`src/rtl/crc16_pkg.sv`:
```
// Shared CRC-16 definitions: polynomial/seed constants, framer FSM states and
// the serial MSB-first byte update used by both the RTL and regression models.
package crc16_pkg;

  localparam logic [15:0] CRC16_POLY   = 16'h1021;
  localparam logic [15:0] CRC16_INIT   = 16'hFFFF;
  localparam logic [15:0] CRC16_XOROUT = 16'h0000;

  typedef enum logic [2:0] {
    IDLE   = 3'd0,
    DATA   = 3'd1,
    CRC_HI = 3'd2,
    CRC_LO = 3'd3,
    WAIT   = 3'd4
  } crc_fsm_t;

  // Eight shift steps, bit 7 of the byte first; x^16 is implicit in poly.
  function automatic logic [15:0] crc16_upd8(input logic [15:0] c,
                                             input logic [7:0]  b,
                                             input logic [15:0] poly);
    logic [15:0] acc;
    logic        fb;
    acc = c;
    for (int i = 7; i >= 0; i--) begin
      fb  = acc[15] ^ b[i];
      acc = {acc[14:0], 1'b0} ^ (fb ? poly : 16'h0000);
    end
    return acc;
  endfunction

endpackage

```
`src/rtl/crc16_byte_update.sv`:
```
// Combinational one-byte CRC-16 step; also reused by the CRC_16_parallel
// regression model.
module crc16_byte_update
  import crc16_pkg::*;
#(
  parameter logic [15:0] POLY = CRC16_POLY
) (
  input  logic [15:0] crc_in,
  input  logic [7:0]  data_in,
  output logic [15:0] crc_out
);

  // Next CRC after folding in one byte.
  always_comb begin
    crc_out = crc16_upd8(crc_in, data_in, POLY);
  end

endmodule

```
`src/rtl/crc16_frame_appender.sv`:
```
// Byte-stream framer: forwards payload bytes through one output register and
// appends the per-frame CRC-16 as a high byte then a low byte (m_last).
module crc16_frame_appender
  import crc16_pkg::*;
#(
  parameter logic [15:0] POLY   = CRC16_POLY,
  parameter logic [15:0] INIT   = CRC16_INIT,
  parameter logic [15:0] XOROUT = CRC16_XOROUT
) (
  input  logic        clk,
  input  logic        rst_n,
  input  logic [7:0]  s_data,
  input  logic        s_valid,
  input  logic        s_last,
  output logic        s_ready,
  output logic [7:0]  m_data,
  output logic        m_valid,
  output logic        m_last,
  input  logic        m_ready,
  output logic [15:0] crc_value,
  output logic        crc_done
);

  crc_fsm_t    state_r;
  logic [15:0] crc_r;
  logic [15:0] crc_seed_s;
  logic [15:0] crc_next_s;
  logic [15:0] crc_fin_s;
  logic        out_free_s;
  logic        accept_s;

  // Handshake qualifiers and CRC operands; a new frame always starts from INIT.
  always_comb begin
    out_free_s = !m_valid || m_ready;
    s_ready    = out_free_s && ((state_r == IDLE) || (state_r == DATA));
    accept_s   = s_valid && s_ready;
    crc_seed_s = (state_r == IDLE) ? INIT : crc_r;
    crc_fin_s  = crc_r ^ XOROUT;
  end

  crc16_byte_update #(
    .POLY(POLY)
  ) u_byte_update (
    .crc_in (crc_seed_s),
    .data_in(s_data),
    .crc_out(crc_next_s)
  );

  // Framer FSM with the registered output stage and CRC result registers.
  always_ff @(posedge clk) begin
    if (!rst_n) begin
      state_r   <= IDLE;
      crc_r     <= INIT;
      m_data    <= 8'h00;
      m_valid   <= 1'b0;
      m_last    <= 1'b0;
      crc_value <= 16'h0000;
      crc_done  <= 1'b0;
    end else begin
      crc_done <= 1'b0;
      // An accepted byte empties the register unless a state below refills it.
      if (m_valid && m_ready) begin
        m_valid <= 1'b0;
        m_last  <= 1'b0;
      end else begin
        m_valid <= m_valid;
        m_last  <= m_last;
      end
      case (state_r)
        IDLE, DATA: begin
          if (accept_s) begin
            crc_r   <= crc_next_s;
            m_data  <= s_data;
            m_valid <= 1'b1;
            m_last  <= 1'b0;
            state_r <= s_last ? CRC_HI : DATA;
          end else begin
            state_r <= state_r;
          end
        end
        CRC_HI: begin
          if (out_free_s) begin
            m_data  <= crc_fin_s[15:8];
            m_valid <= 1'b1;
            m_last  <= 1'b0;
            state_r <= CRC_LO;
          end else begin
            state_r <= CRC_HI;
          end
        end
        CRC_LO: begin
          if (out_free_s) begin
            m_data  <= crc_fin_s[7:0];
            m_valid <= 1'b1;
            m_last  <= 1'b1;
            state_r <= WAIT;
          end else begin
            state_r <= CRC_LO;
          end
        end
        WAIT: begin
          if (m_valid && m_ready) begin
            crc_value <= crc_fin_s;
            crc_done  <= 1'b1;
            crc_r     <= INIT;
            state_r   <= IDLE;
          end else begin
            state_r <= WAIT;
          end
        end
        default: begin
          crc_r   <= INIT;
          state_r <= IDLE;
        end
      endcase
    end
  end

endmodule

```
`config.mk`:
```
export PLATFORM = sky130hd
export DESIGN_NAME = crc16_frame_appender
export DESIGN_NICKNAME = d
export VERILOG_FILES = /design/src/rtl/crc16_pkg.sv /design/src/rtl/crc16_byte_update.sv /design/src/rtl/crc16_frame_appender.sv
export SDC_FILE = /design/constraint.sdc
export NUM_CORES = 1
export LEC_CHECK = 0
export ABC_CLOCK_PERIOD_IN_PS = 1700
export BUFFER_PORTS_ARGS = -buffer_cell sky130_fd_sc_hd__buf_2
export CAP_MARGIN = 30
export CORE_MARGIN = 4
export CORE_UTILIZATION = 55
export DETAILED_ROUTE_END_ITERATION = 8
export GPL_ROUTABILITY_DRIVEN = 1
export PLACE_DENSITY = 0.79
export SYNTH_ARGS = -nofsm -noshare
export SYNTH_HDL_FRONTEND = slang
export SYNTH_SLANG_ARGS = --single-unit
```
`constraint.sdc`:
```
create_clock -name clk -period 1.7 [get_ports clk]
set_input_delay 0.34 -clock clk [delete_from_list [all_inputs] [get_ports clk]]
set_output_delay 0.34 -clock clk [all_outputs]
set_load 0.005 [all_outputs]
```
==> results of run 1 <==
[metrics by stage]
step                      instance area, sq um  worst slack, ps   util  instances  power [W]
final                                     2570              179  0.683        330    0.00239
after detailed placement                  2500              206  0.663        323    0.00179
after floorplan                           2220              262      -        242    0.00163
after global placement                    2500              231  0.663        323    0.00178
after CTS                                 2570              167  0.683        330    0.00241
after global routing                      2570             84.3  0.683        330    0.00251
[sequential cells by signal (all words and copies together) (netlist names)]
name	cells
crc_value	16
state_r	3
crc_fin_s	16
m_last	1
m_valid	1
crc_done	1
m_data	8
[power breakdown]
group	switching [W]	internal [W]	total, W
sequential	0.0000862	0.00115	0.00123
combinational	0.000269	0.000267	0.000535
clock	0.000340	0.000283	0.000623
total	0.000695	0.00170	0.00239
[worst paths after layout]
path | from | endpoint | slack, ps
worst min register to register | m_last | m_last | 460
worst min-delay path | rst_n | crc_fin_s[10] | 300
worst max register to register | state_r[1] | crc_fin_s[6] | 190
worst max-delay path | m_valid | s_ready | 180
[metal layers]
layer / part of all wire / up-vias
met4: 0.014 / 0
li1: - / 896
met3: 0.060 / 7
met5: 0 / -
met1: 0.51 / 812
met2: 0.41 / 44
[cells in the final DEF (no fill, tap or decap), types with 5 or more instances in the layout]
| cell | n |
|---|---|
| a211oi_1 | 8 |
| a21oi_1 | 11 |
| buf_2 | 40 |
| buf_4 | 7 |
| clkbuf_8 | 5 |
| dfxtp_1 | 46 |
| mux2i_1 | 24 |
| nand2_1 | 14 |
| nand3_1 | 5 |
| nor2_1 | 47 |
| o22a_1 | 9 |
| o22ai_1 | 7 |
| xnor2_1 | 21 |
| xor2_1 | 5 |
[logic make-up (layout without fill, tap and decap cells)]
family	Yosys count	after routing	synth area share
and+or+nand+nor	80	80	0.157
xor gates and xnor gates	31	31	0.144
buffers and inverters	19	59	0.0457
AOI/OAI and AO/OA	42	42	0.130
DFF	46	46	0.415
muxes	24	24	0.108
[cells in the mapped netlist (all sizes together)]
| cell type | n |
|---|---|
| dfxtp | 46 |
| o21ai | 3 |
| a211oi | 8 |
| a21oi | 11 |
| xor2 | 5 |
| inv | 2 |
| nor2 | 51 |
| nand2b | 1 |
| xnor2 | 26 |
| o22ai | 7 |
| buf | 11 |
| nand2 | 14 |
| a21o | 1 |
| mux2i | 24 |
| o21ba | 1 |
| nor2b | 3 |
| nor3 | 4 |
| a21bo | 1 |
| a2111oi | 1 |
| o22a | 9 |
| nand3 | 5 |
| nand4 | 2 |
| clkbuf | 6 |
[area by class of cell]
class,count,area (sq um),share of cell area
Multi-Input combinational cell,177,1200,0.465
Tap cell,48,60.1,0.0233
Clock buffer,7,76.3,0.0296
Timing Repair Buffer,50,313,0.121
Inverter,2,7.51,0.00292
Sequential cell,46,921,0.358
==> reports/qor.yml, run 1 <==
synthCells: 242
hold_depth: 2
status: "finished clean"
cts_made_buffers: 5
crit_arrival_ps: 1180
worstPathCellList: "nor2b_1 > nor3_1 > buf_2"
clockRootBuffer: "clkbuf_8"
drv_slew: 0
finalSetupTns_ps: 0
synth_top_area_frac: 0.415
crit_buf_inv: 1
rsz0062_at_grt: "no"
ys_seq_elements: 46
clock_latency_ps: 300
worstSetupEndpointType: "output pin"
ir_worst_vdd_mv: 0.624
syn_area_per_cell_sq_um: 9.17
row_count: 22
busiest_layer: "met1"
grt_pass1_vias: 1485
ff2ff_path_depth: 6
synth_largest_area_cell: "dfxtp_1"
hold_class: "input pin to register"
grtUsageMet2: 0.260
grt_max_degree: 20
crit_slowest_cell: "dfxtp_1"
globalplace.congestion: 0.888
crit_family: "flip-flops"
drc_errors: 0
maxSlewHeadroom: 0.715
synth_area_leaders: "dfxtp_1 41%, mux2i_1 11%, xnor2_1 8.3%"
ant_nets: 0
vias: 1759
cts_tree: "yes"
ys_seq_area_frac: 0.415
grt_usage: 0.185
diodes: 0
drtIter0Drc: 96
critical_path.max_stage_delay_ps: 410
dieArea_sq_um: 5120
cellLeakagePower_nw: 1.17
syn_area_sq_um: 2220
cts-resized-gates: 0
grt_util_met3: 0.0463
antenna_found_initial: 0
ys_types: 31
met1_usage: 0.268
path_clk_slew_ps: 80
crit_path_max_fanout: 6
routedWlPerCell_um: 14.0
start_util: 0.589
vias_per_cell: 5.33
nets: 295
cap_viol_max_count: 0
grt_pass1_wl_um: 7370
skew_ps: 3.51
clock.fmax_mhz: 657
hpwl_um: 3430
areaGrowthSynthToFinish_pct: 16.0
cts_hold_buf: 0
core_sq_um: 3770
clock_path_buffers: 2
critical_path_class: "register to output pin"
post_cts_buffers: 0
worstSetupPathDepth: 3
synth_fp_nets: 255
hold_ws_ps: 301
crit_path_start_kind: "register"
fill_cells: 309
wirelength_um: 4620
layout-drive-gt1-share: 0.238
die_h_um: 71.5
period_minus_slack_ps: 1520
setup_viol: 0
cp.required_ps: 1360
cts_max_level: 2
power_density_nw_per_um2: 928
clock_sinks: 46
drt-pass1-iter-count: 4
max_slew.worst_pin.slew_ps: 424
final-hold-violation-count: 0
fp.dieW_um: 71.5
yosysWarnings: 0
overflow: 0
pin_count: 41
period_share: 0.895
portBuffers: 40
Note: power is estimated with default switching activity, not from simulation.
==> run 2: changes to the inputs <==
--- a/config.mk
+++ b/config.mk
@@ -5,6 +5,7 @@
 export SDC_FILE = /design/constraint.sdc
 export NUM_CORES = 1
 export LEC_CHECK = 0
+export ABC_AREA = 1
 export ABC_CLOCK_PERIOD_IN_PS = 1700
 export BUFFER_PORTS_ARGS = -buffer_cell sky130_fd_sc_hd__buf_2
 export CAP_MARGIN = 30
==> run 2 against run 1 <==
Against the previous run:
- count of clock-buffer cells in the layout fell by 1
- non-clock buffer count up 8
- combinational power up 36%
- clock power increased by 7.2%
- core utilization hardly changed
- maximum frequency is 9.8% lower
- area after synthesis up 5.0%
- worst hold slack improved by 13 ps
- sequential cell count unchanged
- first-iteration DRC count is 49% higher
- wire length is 35% higher
- power is 11% higher
- critical path type is now register to register
- critical endpoint is now crc_fin_s[0]
- largest power group unchanged
==> reports/qor.yml, run 2 <==
cts_max_level: 2
antenna_found_initial: 0
setup_slack_ps: 14.6
ys_seq_elements: 46
setup_viol: 0
synth_largest_area_cell: "dfxtp_1"
finalSetupTns_ps: 0
drt-pass1-iter-count: 5
routedWlPerCell_um: 14.0
layout_common_cells: "80 x nand2_1, 45 x a21oi_1, 45 x dfxtp_1"
clock_path_buffers: 2
synth_area_leaders: "dfxtp_1 40%, nand2_1 13%, a21oi_1 9.7%"
grt_usage: 0.243
globalplace.congestion: 0.957
fill_cells: 377
crit-reg2reg-launch: "m_valid"
hold_start: "s_last"
overflow: 0
vias_per_cell: 5.49
hpwl_um: 4630
cap_viol_max_count: 0
skew_ps: 6.74
start_util: 0.574
syn_area_per_cell_sq_um: 6.82
cts_hold_buf: 0
hold_depth: 3
cts_tree: "yes"
fp.dieW_um: 73.1
period_minus_slack_ps: 1690
ir_worst_vdd_mv: 0.470
grt_max_degree: 34
layout_commonest_cell: "nand2_1"
post-place-ws_ps: 17.5
crit_path_start_kind: "register"
register_area_sq_um: 922
ys_seq_area_frac: 0.395
worstSetupEndpointType: "register"
met1_usage: 0.316
path_clk_slew_ps: 80
drtIter0Drc: 143
rrSetupSlack_ps: 10
synth_fp_nets: 355
layout-drive-gt1-share: 0.207
cts_made_buffers: 5
yosysMostFrequentCell: "nand2_1"
syn_area_sq_um: 2330
yosysWarnings: 0
power_density_nw_per_um2: 957
diodes: 0
synthArstFlopShare: 0
hold_ws_ps: 314
wirelength_um: 6260
critical_path_class: "register to register"
max_slew.worst_pin.slew_ps: 534
vias: 2449
drv_slew: 0
cellLeakagePower_nw: 1.34
nets: 408
multiInputGateArea_sq_um: 1160
crit_path_max_fanout: 7
grt_util_met3: 0.0496
grt_pass1_vias: 2161
core_sq_um: 4060
pin_count: 41
status: "finished clean"
final-hold-violation-count: 0
ys_types: 25
synthFlopType: "dfxtp_1"
grt_pass1_wl_um: 10100
drc_errors: 0
crit_arrival_ps: 1870
die_h_um: 73.1
row_count: 23
postLayoutCoreUtil: 0.683
busiest_layer: "met2"
period_share: 0.991
synth_top_area_frac: 0.395
synth_enable_flop_cells: 0
rsz0062_at_grt: "yes"
whs_endpoint: "state_r[1]"
clockRootBuffer: "clkbuf_8"
ff2ff_path_depth: 10
hold_class: "input pin to register"
clock_latency_ps: 300
maxSlewHeadroom: 0.643
grtUsageMet2: 0.401
regToRegEndpoint: "crc_fin_s[0]"
portBuffers: 40
cp.required_ps: 1890
dieArea_sq_um: 5340
synthCells: 342
clock_sinks: 46
clock.fmax_mhz: 593
areaGrowthSynthToFinish_pct: 18.8
ant_nets: 0
ys_top_cells_by_count: "81 x nand2_1, 46 x dfxtp_1, 45 x a21oi_1, 45 x inv_1, 33 x nand3_1"
run 2: changes by cell type in the layout (fill, tap and decap cells not counted), moves of 7 or more:
| cell | change |
|---|---|
| o21ai_0 | +26 |
| nor2_1 | -34 |
| nand2_1 | +66 |
| nand3_1 | +28 |
| a211oi_1 | -7 |
| a21oi_1 | +34 |
| mux2i_1 | -24 |
| inv_1 | +41 |
| buf_4 | +10 |
| xnor2_1 | -21 |
| a22oi_1 | +7 |
| o22a_1 | -9 |
run 2: kinds of logic (layout without fill, tap and decap cells):
family	count (synthesis)	after routing	synth area share
AO/OA/AOI/OAI	94	94	0.223
buffers and inverters	61	115	0.109
AND/OR/NAND/NOR	140	140	0.268
XOR/XNOR	1	1	0.00376
flip-flops	46	46	0.395
run 2: routing by layer:
layer | share of wire | routed length [um]
met4 | 0.021 | 131
met2 | 0.45 | 2820
met5 | 0 | 0
met3 | 0.078 | 489
met1 | 0.45 | 2820
run 2: area by class of cell:
class,instances,area share
inverters,49,0.0673
clock inverters,2,0.00497
well taps,50,0.0226
clock buffers,6,0.0262
multi-input cells,235,0.421
flip-flops and latches,46,0.333
repair buffers,58,0.126
run 2: critical path, stage by stage, from the launching register on:
cell and delay [ps]:
dfxtp_1 380, inv_1 100, nor2_4 180, nor2_4 60, nand2_4 120, inv_2 80, nor2_4 140, nor2_4 90
buf_4 140, o22ai_1 220, nand2_1 70
run 2: through the flow:
step	total power (W)	area, sq um	std cells
floorplan	0.00172	2330	342
finish	0.00265	2770	446
CTS	0.00262	2730	443
detailed placement	0.00196	2650	435
global placement	0.00195	2650	435
global route	0.00279	2770	446
run 2: worst max-delay path by stage:
| stage | start | end | slack (ps) | cells past startpoint |
|---|---|---|---|---|
| global route | state_r[1] | crc_fin_s[14] | -30 | 12 |
| CTS | state_r[1] | crc_fin_s[15] | 20 | 10 |
| global placement | m_ready | crc_fin_s[10] | 20 | 10 |
| finish | m_valid | crc_fin_s[0] | 10 | 10 |
| floorplan | state_r[1] | crc_fin_s[11] | 280 | 10 |
| detailed placement | m_ready | crc_fin_s[10] | 20 | 10 |
run 2: repair_timing:
item	in CTS	in global routing
buffers inserted	0	3
endpoints found under the setup margin	0	16
gates resized for setup	0	8
run 2: where the power goes:
part	internal, W	total [W]	switching, W
combinational	0.000282	0.000726	0.000444
sequential	0.00117	0.00126	0.0000864
clock	0.000291	0.000668	0.000377
